## config.mk

```make
export PLATFORM = sky130hd
export DESIGN_NAME = pixel_write_packer
export DESIGN_NICKNAME = d
export VERILOG_FILES = /design/src/rtl/pixel_write_packer.sv
export SDC_FILE = /design/constraint.sdc
export NUM_CORES = 1
export LEC_CHECK = 0
export CAP_MARGIN = 5
export CORE_ASPECT_RATIO = 0.75
export CORE_MARGIN = 2
export CORE_UTILIZATION = 42
export CTS_BUF_LIST = sky130_fd_sc_hd__clkbuf_2 sky130_fd_sc_hd__clkbuf_4 sky130_fd_sc_hd__clkbuf_8
export CTS_CLUSTER_DIAMETER = 30
export DETAILED_ROUTE_END_ITERATION = 6
export HOLD_SLACK_MARGIN = 0.12
export PLACE_DENSITY = 0.62
export SKIP_LAST_GASP = 1
export SYNTH_ARGS = -nofsm -noshare
export SYNTH_HDL_FRONTEND = slang
export SYNTH_SLANG_ARGS = --single-unit
```

## constraint.sdc

```tcl
create_clock -name clock -period 4.3 [get_ports clock]
set_input_delay 0.86 -clock clock [delete_from_list [all_inputs] [get_ports clock]]
set_output_delay 0.86 -clock clock [all_outputs]
set_load 0.01 [all_outputs]
```

## src/rtl/pixel_write_packer.sv

```systemverilog
`default_nettype none
// +----------------------------------------------------------------------------+
// | Module      : pixel_write_packer                                           |
// | Description : Packs 8-bit grayscale pixels, four per 32-bit SRAM word, and |
// |               produces the 54-bit {mask,addr,data} write command stream   |
// |               for an SramArbiter write port. One frame is written per     |
// |               start/done handshake into the buffer chosen by frame_sel.   |
// | Ports       : clock, reset      - clock, synchronous active-high reset     |
// |               start/start_ack   - frame request / one-cycle acknowledge    |
// |               done/done_ack     - frame complete (held) / clear            |
// |               frame_sel         - buffer select, sampled on start accept   |
// |               pix/pix_valid/pix_last/pix_ready - pixel input stream        |
// |               dout/valid/ready  - write command output stream              |
// | Revision    : 1.0 - initial release                                        |
// +----------------------------------------------------------------------------+
module pixel_write_packer #(
    parameter int unsigned N_PIXEL    = 480000,
    parameter logic [17:0] BASE_ADDR0 = 18'd0,
    parameter logic [17:0] BASE_ADDR1 = 18'd131072
) (
    input  logic        clock,
    input  logic        reset,
    input  logic        start,
    output logic        start_ack,
    output logic        done,
    input  logic        done_ack,
    input  logic        frame_sel,
    input  logic [7:0]  pix,
    input  logic        pix_valid,
    input  logic        pix_last,
    output logic        pix_ready,
    output logic [53:0] dout,
    output logic        valid,
    input  logic        ready
);

    localparam logic [1:0]  c_ST_IDLE  = 2'd0;
    localparam logic [1:0]  c_ST_RUN   = 2'd1;
    localparam logic [1:0]  c_ST_DRAIN = 2'd2;
    localparam logic [1:0]  c_ST_DONE  = 2'd3;
    localparam logic [18:0] c_LAST_IDX = 19'(N_PIXEL - 1);

    logic [1:0]  r_state;
    logic        r_start_ack;
    logic [17:0] r_word_addr;
    logic [18:0] r_pix_cnt;
    logic [1:0]  r_lane;
    logic [3:0]  r_mask;
    logic [31:0] r_acc;
    logic [53:0] r_dout;
    logic        r_valid;

    logic [1:0]  w_state_nxt;
    logic        w_start_ack_nxt;
    logic [17:0] w_word_addr_nxt;
    logic [18:0] w_pix_cnt_nxt;
    logic [1:0]  w_lane_nxt;
    logic [3:0]  w_mask_nxt;
    logic [31:0] w_acc_nxt;
    logic [53:0] w_dout_nxt;
    logic        w_valid_nxt;

    logic        w_pix_ready;
    logic        w_accept;
    logic        w_frame_end;
    logic [3:0]  w_mask_upd;
    logic [31:0] w_acc_upd;

    // The output register can take a new word whenever it is empty or is
    // being emptied this same cycle, which sustains one pixel per cycle.
    assign w_pix_ready = (r_state == c_ST_RUN) & (~r_valid | ready);
    assign w_accept    = pix_valid & w_pix_ready;
    // pix_last and the pixel-count limit together are a single end event.
    assign w_frame_end = pix_last | (r_pix_cnt == c_LAST_IDX);
    assign w_mask_upd  = r_mask | (4'b0001 << r_lane);

    always_comb begin
        w_acc_upd = r_acc;
        w_acc_upd[{r_lane, 3'b000} +: 8] = pix;
    end

    always_comb begin
        w_state_nxt     = r_state;
        w_start_ack_nxt = 1'b0;
        w_word_addr_nxt = r_word_addr;
        w_pix_cnt_nxt   = r_pix_cnt;
        w_lane_nxt      = r_lane;
        w_mask_nxt      = r_mask;
        w_acc_nxt       = r_acc;
        w_dout_nxt      = r_dout;
        w_valid_nxt     = r_valid;

        // Handshake empties the output register; a load below overrides.
        if (r_valid && ready) begin
            w_valid_nxt = 1'b0;
        end

        case (r_state)
            c_ST_IDLE: begin
                if (start) begin
                    w_state_nxt     = c_ST_RUN;
                    w_start_ack_nxt = 1'b1;
                    w_word_addr_nxt = frame_sel ? BASE_ADDR1 : BASE_ADDR0;
                    w_pix_cnt_nxt   = '0;
                    w_lane_nxt      = '0;
                    w_mask_nxt      = '0;
                    w_acc_nxt       = '0;
                end
            end
            c_ST_RUN: begin
                if (w_accept) begin
                    w_pix_cnt_nxt = r_pix_cnt + 19'd1;
                    w_lane_nxt    = r_lane + 2'd1;
                    w_mask_nxt    = w_mask_upd;
                    w_acc_nxt     = w_acc_upd;
                    if ((r_lane == 2'd3) || w_frame_end) begin
                        w_dout_nxt      = {w_mask_upd, r_word_addr, w_acc_upd};
                        w_valid_nxt     = 1'b1;
                        w_word_addr_nxt = r_word_addr + 18'd1;
                        w_lane_nxt      = '0;
                        w_mask_nxt      = '0;
                        w_acc_nxt       = '0;
                    end
                    if (w_frame_end) begin
                        w_state_nxt = c_ST_DRAIN;
                    end
                end
            end
            c_ST_DRAIN: begin
                if (!r_valid) begin
                    w_state_nxt = c_ST_DONE;
                end
            end
            c_ST_DONE: begin
                if (done_ack) begin
                    w_state_nxt = c_ST_IDLE;
                end
            end
            default: begin
                w_state_nxt = c_ST_IDLE;
            end
        endcase
    end

    always_ff @(posedge clock) begin
        if (reset) begin
            r_state     <= c_ST_IDLE;
            r_start_ack <= 1'b0;
            r_word_addr <= '0;
            r_pix_cnt   <= '0;
            r_lane      <= '0;
            r_mask      <= '0;
            r_acc       <= '0;
            r_dout      <= '0;
            r_valid     <= 1'b0;
        end else begin
            r_state     <= w_state_nxt;
            r_start_ack <= w_start_ack_nxt;
            r_word_addr <= w_word_addr_nxt;
            r_pix_cnt   <= w_pix_cnt_nxt;
            r_lane      <= w_lane_nxt;
            r_mask      <= w_mask_nxt;
            r_acc       <= w_acc_nxt;
            r_dout      <= w_dout_nxt;
            r_valid     <= w_valid_nxt;
        end
    end

    assign start_ack = r_start_ack;
    assign done      = (r_state == c_ST_DONE);
    assign pix_ready = w_pix_ready;
    assign dout      = r_dout;
    assign valid     = r_valid;

endmodule
`default_nettype wire
```

# Word-level counts from Yosys, hierarchy flattened
# Index checks and enable logic that the tools add are counted.
# totals
output_inout_bits,58
ff_bits,133
latch_bits,0
mem_bits_rw,0
mem_bits_ro,0
n_memories,0
# op_classes
div_mod_pow,0
bitwise,7
add_sub_neg,4
n_mux,32
shift,3
mul,0
reduce_logical,9
n_lt_le_gt_ge,0
eq_ne,11
# ops
cell,n
$mux 32,3
$mux 18,4
$pmux 32 s2,1
$mux 19,2
$pmux 19 s2,1
$pmux 18 s2,1
$bwmux 32,1
$shift 8x7->32 const A,1
$shiftx 8x7->32,1
$add 19x1->19 const B,1
$eq 19x19->1 const B,1
$add 18x1->18 const B,1
$mux 2,8
$mux 4,3
$ne 2x2->1 const B,4
$pmux 2 s4,1
$pmux 4 s2,1
$neg 5->7,1
$eq 2x2->1 const B,3
$reduce_and 3->1,2
$mux 1,5
$reduce_and 5->1,1
$ne 2x1->1 const B,2
$or 4x4->4,1
other kinds (13),16

# Longest topological paths before layout
# depth
word_depth,6
mapped_depth,10
mapped_depth_nobuf,8

# Worst setup path before layout
# Ideal clock, no wire load.
# synth_timing
kind,input to register
startpoint,input port ready
endpoint,register r_pix_cnt[10]
cell_stages,7
n_path_buf,2
setup_slack_ps,1807
t_required_ps,4172
arrival_ps,2365
path_cell_list,nand2b_1 > a31oi_1 > or2_2 > clkbuf_1 > o21ai_1 > clkbuf_1 > nor2_1
# synth_between
elab_chain_len,5
# synth_lines
element,line,text
"start, declared",34,input logic ready
$or 1x1->1,71,assign w_pix_ready = (r_state == c_ST_RUN) & (~r_valid | ready);
$and 1x1->1,71,
$and 1x1->1,72,assign w_accept = pix_valid & w_pix_ready;
$ne 2x2->1 (no line),n/a,
$reduce_and 3->1 (no line),n/a,
"end signal, assigned",160,r_pix_cnt <= w_pix_cnt_nxt;
"end, declared",46,logic [18:0] r_pix_cnt;
# Every way passes these cells.
# A chain may end at the register's enable or synchronous reset.

# Worst setup path in the final report
# layout_timing
startpoint,register r_pix_cnt[10]
endpoint,"register r_dout[19], in the netlist dout[19]"
# layout_between
elab_chain_len,4
# layout_lines
element,line,text
$eq 19x19->1,74,assign w_frame_end = pix_last | (r_pix_cnt == c_LAST_IDX);
$or 1x1->1,74,
$logic_or 1x1->1,116,if ((r_lane == 2'd3) || w_frame_end) begin
$reduce_and 3->1 (no line),n/a,
"end signal, assigned",164,r_dout <= w_dout_nxt;
"end, declared",50,logic [53:0] r_dout;
# Every way passes these cells.

==> impl_results.md <==
- FF-to-FF Start: r_pix_cnt[10]$_SDFFE_PP0P_
- Worst min path class: reg -> reg
- CTS clk-pin slew, worst paths: approximately 0.080 ns
- EDFF count, synth: 0
- Synthesized cell area: 5638 µm²
- CP cell instances: or4b_1, or4_1, o21ai_4, and4_2, buf_4, nor2_1, a211oi_1
- Die height: ~100 µm
- Area of the multi-input gates: 2731 µm²
- Final Net Count: 770
- Async S/R FF share, synth: 0
- Met3 Usage GRT: 0.04191
- Vias/cell: 5.455
- Gpl congestion: 0.7800
- Register bit count reported by yosys: 133
- Initial antenna violation count: 0
- Largest cells by area after synthesis: dfxtp_1 (47%), nor2_1 (9.3%), a21oi_1 (6.7%)
- DR DRC count: 0
- Pre-CTS WS: approximately 0.96 ns
- Synth cell types: 44
- R2R depth: 7
- Crit path max-delay family: simple AND/OR/NAND/NOR gates
- Worst-Margin Slew: 1.283 ns
- Yosys top cell by area: dfxtp_1
- Sequential share of power: 0.409
- Post-CTS Hold Fix Bufs: 0
- Post-DP Area: 6470 µm²
- Arrival @ worst endpoint: around 3.7 ns
- Hold Startpoint: dout[37]$_SDFFE_PP0P_
- Worst relative slew slack: 0.1371
- Ant diodes: 0
- Max Slew Vio Count: 0
- Met2 GRT Util: 0.2985
- Post-route cell area: approximately 7000 µm²
- Cell Rows: 36
- Post-synth net total: 711
- MaxCap Viol Count: 0
- Crit share post-route: 0.7805
- Skew-Pair Late Insertion Delay: ~0.44 ns
- Post-synth top flop: dfxtp_1
- Setup bufs post-CTS: 0
- WP data required: 4.64 ns
- Cell count after synthesis: just under 700
- Aggregate negative setup slack: 0 ns
- Root buf cell: clkbuf_8
- Yosys warns: 0
- FF-to-FF End: dout[19]$_SDFFE_PP0P_
- Post-layout util: 0.5262
- Post-layout min period: 3.356 ns
- Slowest CP cell: and4_2
- Mapped Avg Cell Area: 8.279 µm²
- Final WL: approximately 14000 µm
- VDD IR max: between 0.2 and 0.25 mV
- Critical Path End Type: flop
- Largest net degree at the start of global routing: 79
- Core area: 13060 µm²
- Int Power: 2.230 mW
- Fmax: 0.2980 GHz
- Area grow syn2layout: 21.93%
- Starting Density: 0.4316
- Net switching power: 1.197 mW
- Setup crit start kind: flop
- Share of layout cells above drive strength 1: 0.06242
- Sequential fraction of the synthesis area: 0.4723
- Clock Sink Count: 133
- Busiest layer in global routing: met2
- Die area: 14380 µm²
- Hold path depth: 2
- Status: finished, final reports clean
- CTS tree: built
- Net Sw Frac: 0.3493
- Static leakage: 2.361 nW
- H-tree depth: 4
- Vias in the first global route: 4694
- WP buf/inv: 1
- First-pass DRT Iterations: 5
- Routed vias: 5040
- WS Path Type: reg -> reg
- Cts repair resizes: 0
- Port Buffers: 73
- Final Power: 3.427 mW
- Power Density: 498.5 nW/µm²
- # setup viols final: 0
- Initial drt markers: about 310
- Clk_skew: roughly 0.016 ns
- I/O pin count: 74
- Final Hold Fails: 0
- GRT Residual Overflow: 0
- Final worst slack: between 0.9 and 1 ns
- Hold Crit Endpoint: dout[37]$_SDFFE_PP0P_
- Post-route ant nets: 0
- Filler instances: 1209
- Max incr delay on CP: 0.65 ns
- CP Max Fanout: 27
- GRT Util Overall: 0.1998
- Reg area: 2663 µm²
- Unrepaired setup endpoints after global routing: no
- Combinational fraction of design power: 0.281
- Clk network pwr share: 0.310
- Die width: roughly 140 µm
- Synth top area share: 0.4723
- Reg-to-reg slack, setup: 0.94 ns
- First-pass GRT wire length: 23020 µm
- Max Root-Sink Buffers: 2
- TritonCTS Buffers: 17
- Drt wl/cell: 15.10 µm
- DP HPWL: 9350 µm
- M1 GR Usage: 0.2859
how the worst max path moves through the flow:
stage	cells past startpoint	slack (ns)	endpoint	startpoint
after CTS	7	0.95	dout[19]$_SDFFE_PP0P_	r_pix_cnt[10]$_SDFFE_PP0P_
after detailed placement	7	0.96	dout[19]$_SDFFE_PP0P_	r_pix_cnt[10]$_SDFFE_PP0P_
after floorplan	7	1.81	r_pix_cnt[10]$_SDFFE_PP0P_	ready
after global placement	7	1.16	dout[6]$_SDFFE_PP0P_	r_pix_cnt[10]$_SDFFE_PP0P_
final	7	0.94	dout[19]$_SDFFE_PP0P_	r_pix_cnt[10]$_SDFFE_PP0P_
after global routing	8	0.72	dout[5]$_SDFFE_PP0P_	r_pix_cnt[0]$_SDFFE_PP0P_
synthesized netlist by cell type, types with 2 or more instances:
master      n
a21oi_1    76
a22oi_1    33
inv_1       8
buf_6       2
dfxtp_1   133
xnor2_1     3
a31oi_1     5
or4_1       2
or3_1       7
buf_2      10
and2_1      5
and3_1     13
a211oi_1   32
ha_1       14
clkbuf_1   29
nor4b_1     2
a41oi_1     6
xor2_1     14
o21ai_1     2
nand3_1    11
and4_1      4
nor2b_1     3
mux2i_1     3
nand4_1    17
nand2_1    62
o21ai_0    14
nor2_1    139
nor3_1     12
buf_4       3
clkinv_1    3
power by group through the flow:
stage	logic (mW)	registers, mW	clock network [mW]
6_report	0.962	1.40	1.06
5_1_grt	1.07	1.42	1.13
4_1_cts	0.962	1.40	1.08
3_5_place_dp	0.956	1.43	0
3_3_place_gp	0.924	1.42	0
2_1_floorplan	0.604	1.44	0
worst reg2reg max path: stages, from the launching register on:
cell and delay, ns:
dfxtp_1 0.36, or4b_1 0.52, or4_1 0.48, o21ai_4 0.54, and4_2 0.66, buf_4 0.36
nor2_1 0.07, a211oi_1 0.26
cells by family after synthesis:
family / share of synthesized area
simple gates: 0.2248
compound gates: 0.1966
buf+inv: 0.04350
flops: 0.4723
xor+xnor: 0.02641
fa+ha+maj: 0.03107
mux: 0.005326
per-layer routing:
layer	vias to the layer above	wire, µm	part of all wire
met4	0	182	0.013
met2	126	6099	0.44
met1	2374	7075	0.51
met5	-	0	0
met3	17	596	0.043
li1	2523	-	-
area by class of cell:
cell class | instances | share of cell area
clock buffers | 20 | 0.04004
inverters | 11 | 0.006007
flip-flops and latches | 133 | 0.3873
multi-input cells | 493 | 0.3973
clock inverters | 12 | 0.01875
repair buffers | 84 | 0.1194
well taps | 171 | 0.03112
cells in the final DEF (no fill, tap or decap), types with 8 or more instances in the layout:
master             n
nor3_1            12
clkbuf_8          20
inv_1              8
a21oi_1           76
ha_1              14
xor2_1            14
o21ai_0           14
dfxtp_1          133
buf_4             10
a22oi_1           33
nand2_1           62
nand4_1           17
nor2_1           139
clkdlybuf4s50_1   72
a211oi_1          32
nand3_1           11
and3_1            13
through the flow:
step,hold WS [ns],std cells
3_3_place_gp,0.4427,892
6_report,0.4571,924
4_1_cts,0.4618,924
3_5_place_dp,0.4504,892
2_1_floorplan,0.4382,681
5_1_grt,0.4735,924
flip-flops by register name, indices dropped and copies added, names as in the netlist:
register	count
r_state	2
r_lane	2
valid	1
r_word_addr	18
start_ack	1
dout	54
r_acc	32
r_pix_cnt	19
r_mask	4
No activity file was read; power rests on OpenSTA's default activity.
==> RTL change 1, RTL diff (config.mk and constraints unchanged) <==
Take the reset off `r_dout` and load it in a clocked block of its own.
--- a/src/rtl/pixel_write_packer.sv
+++ b/src/rtl/pixel_write_packer.sv
@@ -151,7 +151,6 @@
             r_lane      <= '0;
             r_mask      <= '0;
             r_acc       <= '0;
-            r_dout      <= '0;
             r_valid     <= 1'b0;
         end else begin
             r_state     <= w_state_nxt;
@@ -161,9 +160,12 @@
             r_lane      <= w_lane_nxt;
             r_mask      <= w_mask_nxt;
             r_acc       <= w_acc_nxt;
-            r_dout      <= w_dout_nxt;
             r_valid     <= w_valid_nxt;
         end
+    end
+
+    always_ff @(posedge clock) begin
+        r_dout <= w_dout_nxt;
     end
 
     assign start_ack = r_start_ack;
Formal check against the unedited RTL: differs if reset is asserted again (counterexample within 4 cycles, from zero or initial values and one cycle with reset high); with reset held inactive, the same outputs for 4 cycles.
==> RTL change 1 against the original RTL <==
Total power rose by 6.8%. Critical path type is now reg -> out. First-iteration DRC count grew 73%. Synthesized area up 2.2%. Sequential power up 6%. Cell area increased by 3.1%. Routed wire length fell by 0.93%. Critical path depth down 3. Largest cell class is now sequential cells. Worst setup slack gained 0.25 ns. Sequential cell count unchanged. Largest power group unchanged. Sequential share of layout area rose by 6.5 points.
==> RTL change 1: results (changes against the original RTL) <==
Initial Utilization=0.425 (was 0.432); proportion of synthesized chip area in sequential cells=0.556 (was 0.472); gp weighted congestion=0.804 (was 0.780); most used standard cells in the synthesized netlist=109 x sky130_fd_sc_hd__nand2_1, 79 x sky130_fd_sc_hd__dfxtp_1, 54 x sky130_fd_sc_hd__edfxtp_1, 46 x sky130_fd_sc_hd__inv_1, 46 x sky130_fd_sc_hd__o21ai_0 (was 139 x sky130_fd_sc_hd__nor2_1, 133 x sky130_fd_sc_hd__dfxtp_1, 76 x sky130_fd_sc_hd__a21oi_1, 62 x sky130_fd_sc_hd__nand2_1, 33 x sky130_fd_sc_hd__a22oi_1); Leakage Power=0.00235 uW (was 0.00236 uW); overall routing resource usage=0.193 (was 0.200); sequential fraction of design power=0.405 (was 0.409); sw power=1320 uW (was 1200 uW); net count after synthesis=631 (was 711); post-cts sizing count=0 (unchanged); number of flops mapped to enable cells by yosys=54 (was 0); detail-routed net length per standard cell=16.0 um (was 15.1 um); Peak VDD IR=256 uV (was 204 uV); first-pass GRT wire length=22400 um (was 23000 um); share of cells above drive strength 1=0.0900 (was 0.0624); run status=complete, no violations (unchanged); final HPWL from detailed placement=9680 um (was 9350 um); number of distinct library cells after synthesis=52 (was 44); standard cell with the maximum stage delay on the critical path=sky130_fd_sc_hd__ha_1 (was sky130_fd_sc_hd__and4_2); ranking of synthesized cells by area=sky130_fd_sc_hd__edfxtp_1 28%, sky130_fd_sc_hd__dfxtp_1 27%, sky130_fd_sc_hd__nand2_1 7.1% (was sky130_fd_sc_hd__dfxtp_1 47%, sky130_fd_sc_hd__nor2_1 9.3%, sky130_fd_sc_hd__a21oi_1 6.7%); CP delay by family, top=buffers and inverters (was simple AND/OR/NAND/NOR gates); Iteration-0 DRC Markers=541 (was 313); Slowest Stage Delay on Critical Path=0.62 ns (was 0.65 ns); vias in the first global route=4350 (was 4694); Least-Margin Pin Slew=1.27 ns (was 1.28 ns); Via-to-Cell Ratio=5.51 (was 5.45); final layout net count=706 (was 770)
## RTL change 1: cell types whose count changed after synthesis, moves of 32 or more
cell,change
sky130_fd_sc_hd__nor2_1,-115
sky130_fd_sc_hd__o21ai_0,+32
sky130_fd_sc_hd__dfxtp_1,-54
sky130_fd_sc_hd__nand2_1,+47
sky130_fd_sc_hd__inv_1,+38
sky130_fd_sc_hd__edfxtp_1,+54
sky130_fd_sc_hd__a21oi_1,-32
sky130_fd_sc_hd__a22oi_1,-33
## RTL change 1: metrics by stage
| stage | hold slack, ns | cell area (um2) | cells | total power [uW] | setup slack [ns] |
|---|---|---|---|---|---|
| floorplan | 0.404 | 5760 | 601 | 2240 | 1.23 |
| global placement | 0.415 | 6680 | 832 | 2600 | 0.968 |
| detailed placement | 0.425 | 6680 | 832 | 2640 | 0.905 |
| CTS | 0.435 | 7080 | 864 | 3670 | 1.19 |
| global route | 0.455 | 7080 | 864 | 3860 | 1.05 |
| finish | 0.431 | 7080 | 864 | 3660 | 1.20 |
## RTL change 1: final cells by class
type	instances	area, um2
Fill cell	1209	6480
Sequential cell	133	3200
Multi-Input combinational cell	395	2280
Timing Repair Buffer	83	806
Clock buffer	20	269
Tap cell	175	219
Inverter	46	173
Clock inverter	12	131
## RTL change 1: final timing paths
path                             startpoint                      to  slack (ns)
setup / recovery    r_state[1]$_SDFFE_PP0P_               pix_ready        1.20
hold / removal       r_mask[3]$_SDFFE_PP0P_  r_mask[3]$_SDFFE_PP0P_        0.43
setup reg to reg  r_pix_cnt[0]$_SDFFE_PP0P_  r_acc[17]$_SDFFE_PP0P_        1.29
hold reg to reg      r_mask[3]$_SDFFE_PP0P_  r_mask[3]$_SDFFE_PP0P_        0.43
## RTL change 1: logic make-up after synthesis
kind of cell	Yosys count	share of synthesized area
DFF	133	0.556
buffers and inverters	73	0.0484
and+or+nand+nor	226	0.193
adders and majority gates	14	0.0304
AOI/OAI and AO/OA	145	0.157
xor gates and xnor gates	10	0.0152
## RTL change 1: layer usage
metal | share of wire | wire [um] | track usage | up-vias
met4 | 0.0069 | 96 | 0.0548 | 0
met2 | 0.44 | 6090 | 0.287 | 170
met5 | 0 | 0 | 0 | -
li1 | - | - | - | 2306
met1 | 0.48 | 6630 | 0.276 | 2272
met3 | 0.073 | 1010 | 0.0563 | 11
## RTL change 1: tightest hold or removal path, cell delays in order (launching register included)
cell and delay, ns:
sky130_fd_sc_hd__dfxtp_1 0.31, sky130_fd_sc_hd__inv_1 0.05, sky130_fd_sc_hd__nor2_1 0.04
==> RTL change 2, RTL diff (config.mk and constraints unchanged) <==
Made on the original files. `N_PIXEL`: 480000 -> 360000.
--- a/src/rtl/pixel_write_packer.sv
+++ b/src/rtl/pixel_write_packer.sv
@@ -14,7 +14,7 @@
 // | Revision    : 1.0 - initial release                                        |
 // +----------------------------------------------------------------------------+
 module pixel_write_packer #(
-    parameter int unsigned N_PIXEL    = 480000,
+    parameter int unsigned N_PIXEL    = 360000,
     parameter logic [17:0] BASE_ADDR0 = 18'd0,
     parameter logic [17:0] BASE_ADDR1 = 18'd131072
 ) (
Check against the original RTL: no difference found for any inputs over 4 cycles, from zero or initial values and one cycle with reset high; that may be too few to reach the edited logic, so the function may still have changed.
==> RTL change 2 against the original RTL <==
Synthesized cell count fell by 1.9%. Cell area rose by 4.3%. Total power rose by 2.6%. Worst setup slack improved by 0.37 ns. Routed wire length rose by 14%. Sequential cell count did not move. Register-to-register slack improved by 0.43 ns. Synthesized area rose by 6.2%.
==> RTL change 2: results (changes against the original RTL) <==
run status=complete, no violations (unchanged); number of cells on the worst reg-to-reg path=8 (was 7); critical path data arrival time=2.13 ns (was 3.69 ns); Leakage Power=0.00231 uW (was 0.00236 uW); number of distinct library cells after synthesis=63 (was 44); worst-case hold path end point=r_acc[23]$_SDFFE_PP0P_ (was dout[37]$_SDFFE_PP0P_); number of H-tree branching levels=4 (unchanged); maximum number of pins on one net before global-route repair=73 (was 79); vias in the first global route=4860 (was 4694); ranking of synthesized cells by area=sky130_fd_sc_hd__dfxtp_1 44%, sky130_fd_sc_hd__a21oi_1 9.1%, sky130_fd_sc_hd__o2bb2ai_1 4.5% (was sky130_fd_sc_hd__dfxtp_1 47%, sky130_fd_sc_hd__nor2_1 9.3%, sky130_fd_sc_hd__a21oi_1 6.7%); source of the worst register-to-register timing path=r_state[1]$_SDFFE_PP0P_ (was r_pix_cnt[10]$_SDFFE_PP0P_); count of cells along the worst hold path=1 (was 2); worst slack, placed=0.933 ns (was 0.958 ns); first-pass GRT wire length=25900 um (was 23000 um); final HPWL from detailed placement=10200 um (was 9350 um); post-CTS setup buffer count=0 (unchanged); gp weighted congestion=0.771 (was 0.780); net count after synthesis=698 (was 711); Peak VDD IR=223 uV (was 204 uV); CP delay by family, top=buffers and inverters (was simple AND/OR/NAND/NOR gates); number of buffer cells added on primary ports=73 (unchanged); Iteration-0 DRC Markers=375 (was 313); clk_skew=0.0120 ns (was 0.0158 ns); share of cells above drive strength 1=0.0879 (was 0.0624); final layout net count=746 (was 770); routed via count=5303 (was 5040); register-to-register setup slack=1.37 ns (was 0.94 ns); detail-routed net length per standard cell=17.6 um (was 15.1 um); cell internal pwr=2300 uW (was 2230 uW); standard cell with the maximum stage delay on the critical path=sky130_fd_sc_hd__clkdlybuf4s50_1 (was sky130_fd_sc_hd__and4_2); Slowest Stage Delay on Critical Path=0.53 ns (was 0.65 ns); largest driver fanout on the critical path=3 (was 27); slew margin rel.=0.134 (was 0.137); overall routing resource usage=0.215 (was 0.200); proportion of synthesized chip area in sequential cells=0.445 (was 0.472); most used standard cells in the synthesized netlist=133 x sky130_fd_sc_hd__dfxtp_1, 109 x sky130_fd_sc_hd__a21oi_1, 38 x sky130_fd_sc_hd__nand3_1, 34 x sky130_fd_sc_hd__a211oi_1, 33 x sky130_fd_sc_hd__nor2b_1 (was 139 x sky130_fd_sc_hd__nor2_1, 133 x sky130_fd_sc_hd__dfxtp_1, 76 x sky130_fd_sc_hd__a21oi_1, 62 x sky130_fd_sc_hd__nand2_1, 33 x sky130_fd_sc_hd__a22oi_1)
-- RTL change 2: kinds of logic after synthesis --
kind of cell	Yosys count	synth area share
compound gates	251	0.274
xor+xnor	7	0.0102
fa+ha+maj	14	0.0292
buf+inv	66	0.0541
flops	133	0.445
mux	1	0.00167
simple gates	196	0.186
-- RTL change 2: worst max-delay path by stage --
stage                       startpoint                     end  slack, ns  cells after the start
6_report                         ready               pix_ready       1.31                      4
5_1_grt                          ready  r_acc[10]$_SDFFE_PP0P_       1.16                      6
4_1_cts                          ready               pix_ready       1.30                      4
3_5_place_dp                     ready   r_acc[5]$_SDFFE_PP0P_       0.93                      6
3_3_place_gp                     ready  r_acc[21]$_SDFFE_PP0P_       0.95                      6
2_1_floorplan  r_state[1]$_SDFFE_PP0P_               pix_ready       2.04                      6
-- RTL change 2: area by class of cell --
cell class / count / area [um2]
Fill cell: 1244 / 6670
Sequential cell: 133 / 2660
Tap cell: 175 / 219
Timing Repair Buffer: 82 / 793
Clock buffer: 23 / 304
Multi-Input combinational cell: 469 / 3020
Clock inverter: 8 / 123
Inverter: 13 / 48.8
-- RTL change 2: power groups by stage --
stage	clock (uW)	sequential, uW	combinational (uW)
3_3_place_gp	0	1400	974
6_report	1140	1370	1010
4_1_cts	1150	1370	997
3_5_place_dp	0	1400	991
5_1_grt	1210	1380	1110
2_1_floorplan	0	1410	658
-- RTL change 2: layer usage --
| layer | up-vias | wire length, um | GRT usage |
|---|---|---|---|
| met5 | - | 0 | 0 |
| met4 | 0 | 217 | 0.0629 |
| met3 | 21 | 723 | 0.0463 |
| met2 | 137 | 6800 | 0.305 |
| met1 | 2556 | 8130 | 0.323 |
| li1 | 2589 | - | - |
-- RTL change 2: through the flow --
step / instances / hold slack [ns] / util / instance area, um2
finish: 903 / 0.460 / 0.518 / 7170
global route: 903 / 0.473 / 0.518 / 7170
CTS: 903 / 0.461 / 0.518 / 7160
detailed placement: 872 / 0.439 / 0.487 / 6740
global placement: 872 / 0.437 / 0.487 / 6740
floorplan: 668 / 0.425 / - / 5990
